## src/rtl/uart_rx_baud.sv

```systemverilog
`timescale 1ns/1ps
// uart_rx_baud: 8N1 serial receiver with a free-running 16x baud-tick generator.
// Optional macro UART_RX_SYNC_EN inserts a 2-flop synchronizer on rx.
module uart_rx_baud #(
    parameter int M       = 27,
    parameter int N       = 5,
    parameter int DBIT    = 8,
    parameter int SB_TICK = 16
) (
    input  logic            clk,
    input  logic            reset,
    input  logic            rx,
    output logic            s_tick,
    output logic            rx_fifo_wr,
    output logic            rx_busy,
    output logic [DBIT-1:0] rx_dout
);
    localparam int SW = (SB_TICK > 16) ? $clog2(SB_TICK) : 4;
    localparam int NW = (DBIT > 1) ? $clog2(DBIT) : 1;

    typedef enum logic [1:0] {IDLE, START, DATA, STOP} state_t;

    state_t          state_reg, state_next;
    logic [N-1:0]    q_reg, q_next;
    logic [SW-1:0]   s_reg, s_next;
    logic [NW-1:0]   n_reg, n_next;
    logic [DBIT-1:0] b_reg, b_next;
    logic [DBIT-1:0] dout_reg, dout_next;
    logic            wr_reg, wr_next;
    logic            rx_s;

`ifdef UART_RX_SYNC_EN
    // Both stages reset to the idle line level so reset never looks like a start bit.
    logic [1:0] sync_reg;
    always_ff @(posedge clk or negedge reset) begin
        if (!reset) sync_reg <= 2'b11;
        else        sync_reg <= {sync_reg[0], rx};
    end
    assign rx_s = sync_reg[1];
`else
    assign rx_s = rx;
`endif

    assign s_tick = (q_reg == N'(M - 1));
    assign q_next = s_tick ? '0 : q_reg + 1'b1;

    always_ff @(posedge clk or negedge reset) begin
        if (!reset) begin
            q_reg     <= '0;
            state_reg <= IDLE;
            s_reg     <= '0;
            n_reg     <= '0;
            b_reg     <= '0;
            dout_reg  <= '0;
            wr_reg    <= 1'b0;
        end else begin
            q_reg     <= q_next;
            state_reg <= state_next;
            s_reg     <= s_next;
            n_reg     <= n_next;
            b_reg     <= b_next;
            dout_reg  <= dout_next;
            wr_reg    <= wr_next;
        end
    end

    always_comb begin
        state_next = state_reg;
        s_next     = s_reg;
        n_next     = n_reg;
        b_next     = b_reg;
        dout_next  = dout_reg;
        wr_next    = 1'b0;
        case (state_reg)
            IDLE: begin
                if (!rx_s) begin
                    state_next = START;
                    s_next     = '0;
                end
            end
            START: begin
                // Eighth tick lands mid start bit; a high line here was only a glitch.
                if (s_tick) begin
                    if (s_reg == SW'(7)) begin
                        if (!rx_s) begin
                            state_next = DATA;
                            s_next     = '0;
                            n_next     = '0;
                        end else begin
                            state_next = IDLE;
                        end
                    end else begin
                        s_next = s_reg + 1'b1;
                    end
                end
            end
            DATA: begin
                if (s_tick) begin
                    if (s_reg == SW'(15)) begin
                        s_next = '0;
                        b_next = {rx_s, b_reg[DBIT-1:1]};
                        if (n_reg == NW'(DBIT - 1)) state_next = STOP;
                        else                        n_next = n_reg + 1'b1;
                    end else begin
                        s_next = s_reg + 1'b1;
                    end
                end
            end
            STOP: begin
                if (s_tick) begin
                    if (s_reg == SW'(SB_TICK - 1)) begin
                        state_next = IDLE;
                        if (rx_s) begin
                            dout_next = b_reg;
                            wr_next   = 1'b1;
                        end
                    end else begin
                        s_next = s_reg + 1'b1;
                    end
                end
            end
            default: state_next = IDLE;
        endcase
    end

    assign rx_busy    = (state_reg != IDLE);
    assign rx_fifo_wr = wr_reg;
    assign rx_dout    = dout_reg;

endmodule

```

## config.mk

```make
export PLATFORM = sky130hd
export DESIGN_NAME = uart_rx_baud
export DESIGN_NICKNAME = d
export VERILOG_FILES = /design/src/rtl/uart_rx_baud.sv
export SDC_FILE = /design/constraint.sdc
export NUM_CORES = 1
export LEC_CHECK = 0
export CORE_AREA = 3 3 54 56
export DETAILED_ROUTE_END_ITERATION = 10
export DIE_AREA = 0 0 57 59
export PLACE_DENSITY = 0.88
export SLEW_MARGIN = 20
export SYNTH_ARGS = -nofsm -noshare
export SYNTH_HDL_FRONTEND = slang
export SYNTH_SLANG_ARGS = --single-unit
```

## constraint.sdc

```tcl
create_clock -name clk -period 4.8 [get_ports clk]
set_input_delay 0.72 -clock clk [delete_from_list [all_inputs] [get_ports clk]]
set_output_delay 0.72 -clock clk [all_outputs]
set_load 0.03 [all_outputs]
```

==> impl_metrics.py <==
metrics = {
    "timing": {
        "setup_viol": 0,
        "finClkSkew_ns": 0.0161,
        "min_period_ns": 2.76,
        "setup_tns_ns": 0,
        "fmax_mhz": 363,
        "maxSlewHeadroom_pct": 57.3,
        "slew_violations": 0,
        "final_hold_viol_count": 0,
        "tightest_slew_ns": 0.636,
        "rsz0062_at_grt": "false",
        "post-route-period-util_pct": 57.4,
    },
    "logic_synthesis": {
        "ys_top_cells_by_count": "dfrtp_1 (31), mux2_2 (20), nor2_1 (7)",
        "syn_area_um2": 1470,
        "syn_nets": 124,
        "synth_top_cell_area_share_pct": 52.7,
        "synth_flop_cell": "dfrtp_1",
        "ys_ff_latch": 31,
        "synthTopCellsByArea": "dfrtp_1 (53%), mux2_2 (15%), ha_1 (4.2%), nor2_1 (1.8%), nand3_1 (1.7%)",
        "synth_edf_count": 0,
        "synth_most_common_cell": "dfrtp_1",
        "yosysSeqAreaShare_pct": 52.7,
        "synthArstFlopShare_pct": 100,
        "synth_warnings": 0,
        "synth_cell_types": 34,
        "synth_area_per_cell_um2": 12.7,
        "syn_inst": 116,
        "synth_top_cell_by_area": "dfrtp_1",
    },
    "power": {
        "netSwitchingPower_mw": 0.0927,
        "power_frac_seq_pct": 63.1,
        "powerDensity_nw_per_um2": 245,
        "pwr-share-clk_pct": 34.8,
        "combPwrFrac_pct": 2.1,
        "internal_power_mw": 0.320,
        "ir_drop_uv": 184,
        "power.leakage_nw": 0.822,
        "switching_share_pct": 22.4,
    },
    "critical_path": {
        "crit_arrival_ns": 2.04,
        "path_max_fanout": 7,
        "cp.required_ns": 4.08,
        "path_class": "register to output pin",
        "end_kind": "output pin",
        "start_kind": "register",
    },
    "grt": {
        "grt_util_met2_pct": 28.4,
        "grt_max_degree": 32,
        "grt.total_usage_pct": 18.2,
        "overflow": 0,
        "grt_use_met1_pct": 22.9,
        "antenna_found_initial": 0,
        "grt_pass1_wl_um": 4550,
        "busiest_layer": "met2",
        "grt_use_met3_pct": 7.84,
        "first_global_vias": 980,
    },
    "detailed_routing": {
        "wirelength_um": 2560,
        "drc_errors": 0,
        "dr.pass1.iters": 4,
        "routed_via_density": 5.83,
        "drt-initial-drc-count": 43,
        "wl_per_cell_um": 15.4,
        "vias": 968,
        "ant_nets": 0,
    },
    "cts": {
        "insertion_delay_ns": 0.33,
        "cts_hold_buf": 0,
        "clock-sinks": 31,
        "htreeDepth": 2,
        "cts_buffers": 5,
        "cts_tree": "built",
        "cts_root_buf": "clkbuf_4",
        "ctsResizeCount": 0,
        "path_clk_slew_ns": 0.08,
        "post_cts_buffers": 0,
        "clk_path_buf_depth": 2,
    },
    "placement": {
        "portBuffers": 13,
        "place_congestion": 0.921,
        "dp_cells": 158,
        "dp_hpwl_um": 1860,
    },
    "floorplanning": {
        "die_x_um": 57,
        "rows": 18,
        "core_area_um2": 2480,
        "fp.dieArea_um2": 3360,
        "initial_core_util_pct": 59.4,
        "die_y_um": 59,
        "boundaryPins": 14,
    },
    "final_layout": {
        "fin_nets": 143,
        "areaGrowthSynthToFinish_pct": 14.7,
        "utilization_pct": 68.2,
        "n_fill_cell": 177,
        "diodes": 0,
        "drive_gt1_share_pct": 25.0,
        "layout.cells.non_filler": 166,
    },
    "job": {
        "drv_cap": 0,
    },
    "min_path": {
        "hold_path.class": "register to register",
    },
    "status": {
        "status": "finished, final reports clean",
    },
}
[critical path, stage by stage (launching register included)]
cell and delay [ns]:
dfrtp_1 0.42, inv_1 0.07, ha_1 0.20, nand4b_4 0.17, inv_2 0.17, clkdlybuf4s50_1 0.69
[final timing paths]
check | start | depth (start not counted) | to | slack (ns)
worst max register to register | q_reg[0] | 7 | rx_dout[2] | 2.72
worst min-delay path | q_reg[0] | 1 | q_reg[0] | 0.50
min in group asynchronous | reset | 2 | s_reg[2] | 0.76
worst min register to register | q_reg[0] | 1 | q_reg[0] | 0.50
max in group asynchronous | reset | 2 | rx_dout[6] | 3.75
worst max-delay path | q_reg[0] | 5 | s_tick | 2.04
[cell usage in the layout, fill, tap and decap left out, types with 2 or more instances in the layout]
master,count
xor2_1,2
o22a_1,2
o211ai_1,2
and3_1,3
inv_1,5
nand2b_1,2
nor3b_1,2
clkbuf_4,5
clkdlybuf4s50_1,13
nor2_1,7
a22o_1,2
nand3_1,5
dfrtp_1,31
ha_1,5
o21ai_0,3
mux2_2,20
clkbuf_1,2
a211o_1,2
nand2_1,5
[layout make-up]
| type | instances | area (µm²) | share of cell area (%) |
|---|---|---|---|
| inverter | 6 | 22.5 | 1.33 |
| timing repair buffer | 14 | 138 | 8.15 |
| clock buffer | 7 | 45.0 | 2.67 |
| sequential | 31 | 776 | 45.9 |
| clock inverter | 1 | 5.00 | 0.296 |
| multi-input combinational | 77 | 666 | 39.4 |
| tap | 30 | 37.5 | 2.22 |
[per-stage QoR]
stage	area, µm²	hold WS (ns)	power (mW)	worst slack [ns]
after detailed placement	1640	0.489	0.275	2.38
after global routing	1690	0.527	0.429	1.94
after global placement	1640	0.470	0.275	2.43
final	1690	0.497	0.413	2.04
after floorplan	1470	0.424	0.267	2.82
after CTS	1690	0.500	0.416	2.02
[metal layers]
layer  vias up  part of all wire [%]
met1       467                    45
met3         6                   5.7
li1        466                     -
met2        29                    48
met5         -                     0
met4         0                   1.6
[power by group through the flow]
stage          registers (mW)  clock network (mW)  logic [mW]
2_1_floorplan           0.266                   0     0.00119
3_3_place_gp            0.266                   0     0.00876
3_5_place_dp            0.266                   0     0.00893
4_1_cts                 0.261               0.146     0.00896
5_1_grt                 0.261               0.159     0.00969
6_report                0.261               0.144     0.00857
[cell families (layout without fill, tap and decap cells)]
family / Yosys count / count (layout) / share of synthesized area, %
flops: 31 / 31 / 52.7
simple gates: 31 / 31 / 14.0
fa+ha+maj: 5 / 5 / 4.25
buf+inv: 8 / 28 / 2.12
mux: 20 / 20 / 15.3
xor+xnor: 3 / 3 / 1.78
compound gates: 18 / 18 / 9.86
No activity file was read; power rests on OpenSTA's default activity.
==> variant, RTL diff (same settings) <==
`DBIT`: 8 -> 4.
--- a/src/rtl/uart_rx_baud.sv
+++ b/src/rtl/uart_rx_baud.sv
@@ -4,7 +4,7 @@
 module uart_rx_baud #(
     parameter int M       = 27,
     parameter int N       = 5,
-    parameter int DBIT    = 8,
+    parameter int DBIT    = 4,
     parameter int SB_TICK = 16
 ) (
     input  logic            clk,
Interface: changed (resized rx_dout); port bits go from 14 to 10. The function was not compared with the original's and may differ.
==> variant against the unedited design <==
Final area down 25%. Area after synthesis down 24%. Sequential cell count down 9. Wire length down 21%. Setup slack worse by 0.021 ns. Combinational power down 26%. Total power down 29%. Non-clock buffer count down 5. Critical endpoint unchanged.
==> variant: results (changes against the unedited design) <==
[place]
place_hpwl_um = 1480  ; -21%
instance_area_at_placement_mm2 = 0.00122  ; -25%
numPortBuffers = 9  ; -4
post-place-ws_ns = 2.38  ; +0.00168 ns

[timing]
timing.final.crit_share = 0.578  ; +0.00428
clock-skew-final_ns = 0.00494  ; -0.0112 ns
slew_headroom = 0.356  ; -0.218
timing.hold.ws_ns = 0.494  ; -0.00263 ns

[hold_path]
min-delay-start = n_reg[0]
min_delay_worst_endpoint = n_reg[0]

[global_routing]
grt.total_usage = 0.139  ; -0.0424
use_met3 = 0.0501  ; -0.0283
grt_pass1_wl_um = 3600  ; -21%
largest_net_degree_at_the_start_of_global_routing = 23  ; -28%
grt_use_met2 = 0.230  ; -0.0538
first_global_vias = 834  ; -15%

[cts]
cts_buffers = 3  ; -2

[drt]
detail_route.wirelength_um = 2040  ; -21%
met3_length_um = 108  ; -26%
dr.first_iter.drc_count = 36  ; -16%
met1_length_um = 841  ; -27%
met2_length_um = 1040  ; -15%

[critical_path]
slack_of_the_worst_reg_to_reg_path_ns = 2.84  ; +0.12 ns
path_max_fanout = 9  ; +2
r2r_end = rx_dout[1]

[pwr]
leakagePower_nw = 0.581  ; -29%
worst_ir_drop_vdd_uv = 196  ; +6.7%

[run_status]
outcome = finished clean

[synthesis]
synth_seq_area_share = 0.491  ; -0.0357
postSynthNetCount = 109  ; -12%

[cells_and_area]
non_filler_cells_in_the_finished_layout = 140  ; -16%
design.final.nets = 118  ; -17%

variant: cell type report:
class                   count  area share
well taps                  30      0.0298
repair buffers              9      0.0716
inverters                   6      0.0179
multi-input cells          69       0.415
flip-flops and latches     22       0.437
clock buffers               4      0.0288
variant: power breakdown:
group | switching, mW | internal (mW) | leakage [nW]
Combinational | 0.00461 | 0.00171 | 0.283
Clock | 0.0541 | 0.0463 | 0.0210
Sequential | 0 | 0.185 | 0.277
Total | 0.0587 | 0.233 | 0.581
variant: cell families after synthesis:
family	count (synthesis)	synth area share
AOI/OAI and AO/OA	14	0.0882
and+or+nand+nor	37	0.188
adders and majority gates	4	0.0446
muxes	11	0.122
buffers and inverters	11	0.0435
xor gates and xnor gates	3	0.0234
DFF	22	0.491
variant: critical path: stages, from the launching register on:
cell	delay [ns]
dfrtp_1	0.43
inv_1	0.07
ha_1	0.20
nand4b_4	0.18
inv_2	0.17
clkdlybuf4s50_1	0.69
